## config.mk

```make
export PLATFORM = sky130hd
export DESIGN_NAME = tx_burst_arbiter_flat
export DESIGN_NICKNAME = d
export VERILOG_FILES = /design/src/rtl/tx_burst_arbiter_if.sv /design/src/rtl/tx_burst_arbiter.sv /design/src/flat_wrapper.sv
export SDC_FILE = /design/constraint.sdc
export NUM_CORES = 1
export LEC_CHECK = 0
export ABC_CLOCK_PERIOD_IN_PS = 5300
export BUFFER_PORTS_ARGS = -buffer_cell sky130_fd_sc_hd__buf_2
export CORE_ASPECT_RATIO = 0.9
export CORE_MARGIN = 3
export CORE_UTILIZATION = 45
export CTS_CLUSTER_DIAMETER = 100
export DETAILED_ROUTE_END_ITERATION = 7
export GPL_ROUTABILITY_DRIVEN = 0
export PLACE_DENSITY = 0.68
export SYNTH_ARGS = -nofsm -noshare
export SYNTH_HDL_FRONTEND = slang
export SYNTH_SLANG_ARGS = --single-unit
```

## constraint.sdc

```tcl
create_clock -name clk -period 5.3 [get_ports clk]
set_clock_uncertainty 0.2 [all_clocks]
set_input_delay 0.795 -clock clk [delete_from_list [all_inputs] [get_ports clk]]
set_output_delay 0.795 -clock clk [all_outputs]
set_load 0.01 [all_outputs]
```

## src/rtl/tx_burst_arbiter_if.sv

```systemverilog
// Bundle between the two burst requesters, the UART Transmitter and the
// burst arbiter. The master modport is the arbiter's view; the slave
// modport is the view of everything around it (requesters and Transmitter).
interface tx_burst_arbiter_if #(
    parameter int DW = 10,
    parameter int CW = 6
);
    logic          a_req;
    logic [CW-1:0] a_len;
    logic [DW-1:0] a_data;
    logic          a_next;
    logic          a_done;

    logic          b_req;
    logic [CW-1:0] b_len;
    logic [DW-1:0] b_data;
    logic          b_next;
    logic          b_done;

    logic [DW-1:0] tx_data;
    logic          tx_src;
    logic          tx_send;
    logic          tx_ready;

    logic          busy;
    logic          abort;

    modport master (
        input  a_req, a_len, a_data, b_req, b_len, b_data, tx_ready,
        output a_next, a_done, b_next, b_done, tx_data, tx_src, tx_send,
               busy, abort
    );

    modport slave (
        output a_req, a_len, a_data, b_req, b_len, b_data, tx_ready,
        input  a_next, a_done, b_next, b_done, tx_data, tx_src, tx_send,
               busy, abort
    );
endinterface

```

## src/rtl/tx_burst_arbiter.sv

```systemverilog
// Round-robin burst arbiter sharing one UART Transmitter between channel A
// (result words) and channel B (error/status words). A grant is held for a
// whole burst; words are sent one at a time and a watchdog aborts a burst
// whose Transmitter never reports completion.
module tx_burst_arbiter #(
    parameter int DW = 10,
    parameter int CW = 6,
    parameter int TO = 65535
) (
    input  logic               clk,
    input  logic               rst,
    tx_burst_arbiter_if.master bus
);

    // Watchdog only has to count 0 .. TO-1 before it fires.
    localparam int WW = (TO < 2) ? 1 : $clog2(TO);
    localparam logic [WW-1:0] WD_LAST = WW'(TO - 1);

    typedef enum logic [2:0] {
        ST_IDLE  = 3'd0,
        ST_GRANT = 3'd1,
        ST_LOAD  = 3'd2,
        ST_WAIT  = 3'd3,
        ST_NEXT  = 3'd4,
        ST_DONE  = 3'd5
    } state_t;

    state_t        state_r;
    state_t        state_s;

    logic          gnt_r;
    logic          last_r;
    logic          gnt_sel_s;
    logic [CW-1:0] len_r;
    logic [CW-1:0] cnt_r;
    logic [CW-1:0] cnt_inc_s;
    logic [CW-1:0] len_sel_s;
    logic [WW-1:0] wd_r;
    logic          wd_hit_s;

    logic [DW-1:0] tx_data_r;
    logic          tx_src_r;
    logic          tx_send_r;
    logic          tx_send_s;
    logic          a_next_r;
    logic          a_next_s;
    logic          a_done_r;
    logic          a_done_s;
    logic          b_next_r;
    logic          b_next_s;
    logic          b_done_r;
    logic          b_done_s;
    logic          busy_r;
    logic          busy_s;
    logic          abort_r;
    logic          abort_s;

    assign cnt_inc_s = cnt_r + CW'(1'b1);
    assign wd_hit_s  = (wd_r == WD_LAST);

    // Round-robin pick and the burst length of the granted channel.
    always_comb begin
        gnt_sel_s = 1'b0;
        if (bus.a_req && bus.b_req) begin
            gnt_sel_s = ~last_r;
        end else if (bus.a_req) begin
            gnt_sel_s = 1'b0;
        end else begin
            gnt_sel_s = 1'b1;
        end
        if (gnt_r) begin
            len_sel_s = bus.b_len;
        end else begin
            len_sel_s = bus.a_len;
        end
    end

    // State register.
    always_ff @(posedge clk) begin
        if (rst) begin
            state_r <= ST_IDLE;
        end else begin
            state_r <= state_s;
        end
    end

    // Next-state logic; request lines are only looked at in IDLE.
    always_comb begin
        state_s = state_r;
        case (state_r)
            ST_IDLE: begin
                if (bus.a_req || bus.b_req) begin
                    state_s = ST_GRANT;
                end else begin
                    state_s = ST_IDLE;
                end
            end
            ST_GRANT: begin
                if (len_sel_s == {CW{1'b0}}) begin
                    state_s = ST_DONE;
                end else begin
                    state_s = ST_LOAD;
                end
            end
            ST_LOAD: begin
                state_s = ST_WAIT;
            end
            ST_WAIT: begin
                if (bus.tx_ready) begin
                    state_s = ST_NEXT;
                end else if (wd_hit_s) begin
                    state_s = ST_IDLE;
                end else begin
                    state_s = ST_WAIT;
                end
            end
            ST_NEXT: begin
                if (cnt_inc_s == len_r) begin
                    state_s = ST_DONE;
                end else begin
                    state_s = ST_LOAD;
                end
            end
            ST_DONE: begin
                state_s = ST_IDLE;
            end
            default: begin
                state_s = ST_IDLE;
            end
        endcase
    end

    // Next values of the registered outputs, so each pulse lines up with
    // the state it belongs to.
    always_comb begin
        tx_send_s = (state_r == ST_LOAD);
        a_next_s  = (state_s == ST_NEXT) && !gnt_r;
        b_next_s  = (state_s == ST_NEXT) &&  gnt_r;
        a_done_s  = (state_s == ST_DONE) && !gnt_r;
        b_done_s  = (state_s == ST_DONE) &&  gnt_r;
        abort_s   = (state_r == ST_WAIT) && !bus.tx_ready && wd_hit_s;
        busy_s    = (state_r != ST_IDLE);
    end

    // Burst datapath: grant, round-robin history, length, word count,
    // watchdog and the word held for the Transmitter.
    always_ff @(posedge clk) begin
        if (rst) begin
            gnt_r     <= 1'b0;
            last_r    <= 1'b1;
            len_r     <= {CW{1'b0}};
            cnt_r     <= {CW{1'b0}};
            wd_r      <= {WW{1'b0}};
            tx_data_r <= {DW{1'b0}};
            tx_src_r  <= 1'b0;
        end else begin
            case (state_r)
                ST_IDLE: begin
                    if (state_s == ST_GRANT) begin
                        gnt_r <= gnt_sel_s;
                    end
                end
                ST_GRANT: begin
                    len_r <= len_sel_s;
                    cnt_r <= {CW{1'b0}};
                end
                ST_LOAD: begin
                    tx_data_r <= gnt_r ? bus.b_data : bus.a_data;
                    tx_src_r  <= gnt_r;
                    wd_r      <= {WW{1'b0}};
                end
                ST_WAIT: begin
                    if (abort_s) begin
                        last_r <= gnt_r;
                    end else if (!bus.tx_ready) begin
                        wd_r <= wd_r + WW'(1'b1);
                    end
                end
                ST_NEXT: begin
                    cnt_r <= cnt_inc_s;
                end
                ST_DONE: begin
                    last_r <= gnt_r;
                end
                default: begin
                end
            endcase
        end
    end

    // Output register.
    always_ff @(posedge clk) begin
        if (rst) begin
            tx_send_r <= 1'b0;
            a_next_r  <= 1'b0;
            b_next_r  <= 1'b0;
            a_done_r  <= 1'b0;
            b_done_r  <= 1'b0;
            abort_r   <= 1'b0;
            busy_r    <= 1'b0;
        end else begin
            tx_send_r <= tx_send_s;
            a_next_r  <= a_next_s;
            b_next_r  <= b_next_s;
            a_done_r  <= a_done_s;
            b_done_r  <= b_done_s;
            abort_r   <= abort_s;
            busy_r    <= busy_s;
        end
    end

    assign bus.tx_data = tx_data_r;
    assign bus.tx_src  = tx_src_r;
    assign bus.tx_send = tx_send_r;
    assign bus.a_next  = a_next_r;
    assign bus.a_done  = a_done_r;
    assign bus.b_next  = b_next_r;
    assign bus.b_done  = b_done_r;
    assign bus.busy    = busy_r;
    assign bus.abort   = abort_r;

endmodule

```

## src/flat_wrapper.sv

```systemverilog
// flat-port wrapper written by rule: the top's interface ports become plain ports
module tx_burst_arbiter_flat 
#(
    parameter int DW = 10,
    parameter int CW = 6,
    parameter int TO = 65535
)
  (clk, rst, bus_a_req, bus_a_len, bus_a_data, bus_b_req, bus_b_len, bus_b_data, bus_tx_ready, bus_a_next, bus_a_done, bus_b_next, bus_b_done, bus_tx_data, bus_tx_src, bus_tx_send, bus_busy, bus_abort);
  tx_burst_arbiter_if #(.DW(DW), .CW(CW)) bus_i ();
  input  logic clk;
  input  logic rst;
  input wire logic [$bits(bus_i.a_req)-1:0] bus_a_req;
  input wire logic [$bits(bus_i.a_len)-1:0] bus_a_len;
  input wire logic [$bits(bus_i.a_data)-1:0] bus_a_data;
  input wire logic [$bits(bus_i.b_req)-1:0] bus_b_req;
  input wire logic [$bits(bus_i.b_len)-1:0] bus_b_len;
  input wire logic [$bits(bus_i.b_data)-1:0] bus_b_data;
  input wire logic [$bits(bus_i.tx_ready)-1:0] bus_tx_ready;
  output wire logic [$bits(bus_i.a_next)-1:0] bus_a_next;
  output wire logic [$bits(bus_i.a_done)-1:0] bus_a_done;
  output wire logic [$bits(bus_i.b_next)-1:0] bus_b_next;
  output wire logic [$bits(bus_i.b_done)-1:0] bus_b_done;
  output wire logic [$bits(bus_i.tx_data)-1:0] bus_tx_data;
  output wire logic [$bits(bus_i.tx_src)-1:0] bus_tx_src;
  output wire logic [$bits(bus_i.tx_send)-1:0] bus_tx_send;
  output wire logic [$bits(bus_i.busy)-1:0] bus_busy;
  output wire logic [$bits(bus_i.abort)-1:0] bus_abort;
  assign bus_i.a_req = bus_a_req;
  assign bus_i.a_len = bus_a_len;
  assign bus_i.a_data = bus_a_data;
  assign bus_i.b_req = bus_b_req;
  assign bus_i.b_len = bus_b_len;
  assign bus_i.b_data = bus_b_data;
  assign bus_i.tx_ready = bus_tx_ready;
  assign bus_a_next = bus_i.a_next;
  assign bus_a_done = bus_i.a_done;
  assign bus_b_next = bus_i.b_next;
  assign bus_b_done = bus_i.b_done;
  assign bus_tx_data = bus_i.tx_data;
  assign bus_tx_src = bus_i.tx_src;
  assign bus_tx_send = bus_i.tx_send;
  assign bus_busy = bus_i.busy;
  assign bus_abort = bus_i.abort;
  tx_burst_arbiter #(.DW(DW), .CW(CW), .TO(TO)) u_core (.clk(clk), .rst(rst), .bus(bus_i));
endmodule
```

==> flow_metrics.py <==
metrics = {
    "status": {
        "status": "complete, no violations",
    },
    "power_and_ir_drop": {
        "p_sw_mw": 0.215,
        "power_density_nw_per_um2": 268,
        "switching_share_pct": 27.2,
        "pwr-share-clk_pct": 31.3,
        "power_frac_seq_pct": 53.2,
        "leakage_nw": 1.12,
        "p_comb_share_pct": 15.5,
        "ir_drop_mv": 0.172,
        "p_int_mw": 0.575,
    },
    "synth": {
        "synth_edf_count": 0,
        "synth-seq-area-share_pct": 39.9,
        "synth.distinct_cells": 48,
        "async_flop_share_pct": 0,
        "syn-instance-count": 300,
        "ys_ff_latch": 51,
        "ys.warnings.count": 0,
        "syn_avg_cell_area_sq_um": 8.52,
        "syn-cell-area_sq_um": 2560,
        "synth_fp_nets": 340,
        "ys.flop_type": "dfxtp_1",
    },
    "critical_path": {
        "crit_arrival_ns": 2.66,
        "end_kind": "register",
        "crit_fanout": 19,
        "critPathRequiredTime_ns": 5.36,
        "critical_path.startpoint": "u_core.state_r[0]",
        "regToRegStartpoint": "u_core.state_r[0]",
        "cp-start-kind": "register",
        "crit_type": "register to register",
        "r2r_cells": 5,
    },
    "floorplan": {
        "core_sq_um": 5380,
        "dieArea_sq_um": 6620,
        "die_h_microns": 77.5,
        "design.portCount": 55,
        "fp.dieW_microns": 85.4,
        "start_util_pct": 47.5,
        "row_count": 25,
    },
    "placement": {
        "dp_hpwl_microns": 4020,
        "post-place-ws_ns": 2.60,
        "io_buffers": 54,
    },
    "cts": {
        "htree_levels": 2,
        "clock_latency_ns": 0.31,
        "cts_sinks": 51,
        "path_clk_slew_ns": 0.09,
        "cts_root_buffer": "clkbuf_8",
        "hold_buffers": 0,
        "cts-buffers-inserted": 5,
        "cts_setup_buffers": 0,
        "postCtsResizedCells": 0,
        "clockBufferDepth": 2,
        "cts_tree": "yes",
    },
    "grt": {
        "grt_pass1_wl_microns": 9520,
        "grt_pass1_vias": 2105,
        "overflow": 0,
        "grt_antenna_before_repair": 0,
        "grt_max_degree": 39,
        "grt_usage_pct": 17.7,
    },
    "min_path": {
        "worstHoldStart": "u_core.bus.tx_src",
        "holdPathStages": 2,
        "hp-class": "register to register",
    },
    "timing": {
        "drv_slew": 0,
        "slew-limit-headroom_pct": 51.4,
        "fin_tns_setup_ns": 0,
        "fin_crit_sh_pct": 49.0,
        "final.min_clock_period_ns": 2.60,
        "finalHoldViolCount": 0,
        "grt_setup_unrepaired": "no",
        "setup_violations": 0,
        "worst-slew-pin-transition_ns": 0.730,
        "max_freq_mhz": 385,
        "setup_ws_ns": 2.70,
    },
    "finish": {
        "final_util_pct": 54.7,
        "area_delta_synth_final_pct": 15.1,
        "fillCellCount": 524,
        "drive_above_1_share_pct": 21.3,
        "final_nets": 382,
        "antenna_cells": 0,
    },
    "drt": {
        "dr.pass1.iters": 4,
        "antenna_left": 0,
        "drcViolationCount": 0,
        "num_vias": 2274,
        "vias_per_cell": 5.55,
        "wl_microns": 5660,
        "routedWlPerCell_microns": 13.8,
        "drt_iter0_markers": 114,
    },
    "job": {
        "max_cap_violations": 0,
    },
}
## registers in the layout, summed over array words and instances (netlist names), 3 cells and up
signal / flops
u_core.bus.tx_data: 10
u_core.cnt_r: 6
u_core.len_r: 6
u_core.state_r: 3
u_core.wd_r: 16
## layer usage
metal | GRT usage [%] | part of all wire, % | vias to the layer above
li1 | - | - | 1175
met1 | 23.7 | 49 | 1040
met2 | 26.6 | 43 | 48
met3 | 4.35 | 4.9 | 11
met4 | 8.86 | 2.3 | 0
met5 | 0 | 0 | -
## worst max-delay path, cell delays in order (launching register included)
cell,delay [ns]
dfxtp_1,0.73
nand4bb_1,0.52
a31oi_1,0.37
o21ai_1,0.17
or4_1,0.48
nand2_1,0.07
## metrics by stage
step	hold WS (ns)	total power, mW	instance area (sq um)	instances
after global routing	0.308	0.831	2940	410
after detailed placement	0.255	0.552	2840	402
after global placement	0.242	0.549	2840	402
after floorplan	0.235	0.510	2560	300
after CTS	0.273	0.799	2940	410
final	0.275	0.790	2940	410
## Yosys cell counts, drive strengths merged, types with 6 or more instances
cell type  count  area share [%]
a211oi        16             4.7
a21oi         17             3.3
buf            6             1.2
clkbuf        15             2.2
dfxtp         51              40
mux2i         16             6.3
nand2         23             3.4
nand3          8             1.6
nand4          6             2.0
nor2          41             6.3
nor3           9             1.8
nor4           7             2.3
o21ai         12             2.3
or3            6             1.5
xnor2         13             4.5
## cell type report
cell class                      instances  area [sq um]  area share [%]
Clock buffer                            7          96.3            3.27
Clock inverter                          1          7.51           0.255
Inverter                                3          11.3           0.383
Multi-Input combinational cell        225          1440            48.9
Sequential cell                        51          1020            34.7
Tap cell                               67          83.8            2.85
Timing Repair Buffer                   56           285            9.69
## placed cells by master, fill, tap and decap left out, drive strengths merged, types with 6 or more instances in the layout
master,synthesis,routed
nand2,23,23
o21ai,12,12
dfxtp,51,51
mux2i,16,16
nor4,7,7
clkbuf,15,7
nor3,9,9
a21oi,17,17
xnor2,13,13
or3,6,6
nor2,41,41
buf,6,56
nand4,6,6
nand3,8,8
a211oi,16,16
## power by group through the flow
| stage | sequential, mW | combinational [mW] | clock, mW |
|---|---|---|---|
| 2_1_floorplan | 0.426 | 0.0845 | 0 |
| 3_3_place_gp | 0.429 | 0.121 | 0 |
| 3_5_place_dp | 0.429 | 0.123 | 0 |
| 4_1_cts | 0.420 | 0.123 | 0.256 |
| 5_1_grt | 0.424 | 0.137 | 0.270 |
| 6_report | 0.420 | 0.122 | 0.247 |
## final timing paths
path                             to  slack, ns
setup / recovery    u_core.wd_r[15]       2.70
hold / removal    u_core.bus.tx_src       0.27
setup reg to reg    u_core.wd_r[15]       2.70
hold reg to reg   u_core.bus.tx_src       0.27
## logic make-up (layout without fill, tap and decap cells)
group	after synthesis	after routing	share of synthesized area, %
AOI/OAI and AO/OA	64	64	16.7
xor gates and xnor gates	15	15	5.14
adders and majority gates	3	3	1.47
buffers and inverters	24	67	3.82
DFF	51	51	39.9
muxes	17	17	6.71
and+or+nand+nor	126	126	26.2
Power figures use the tool's default switching activity.
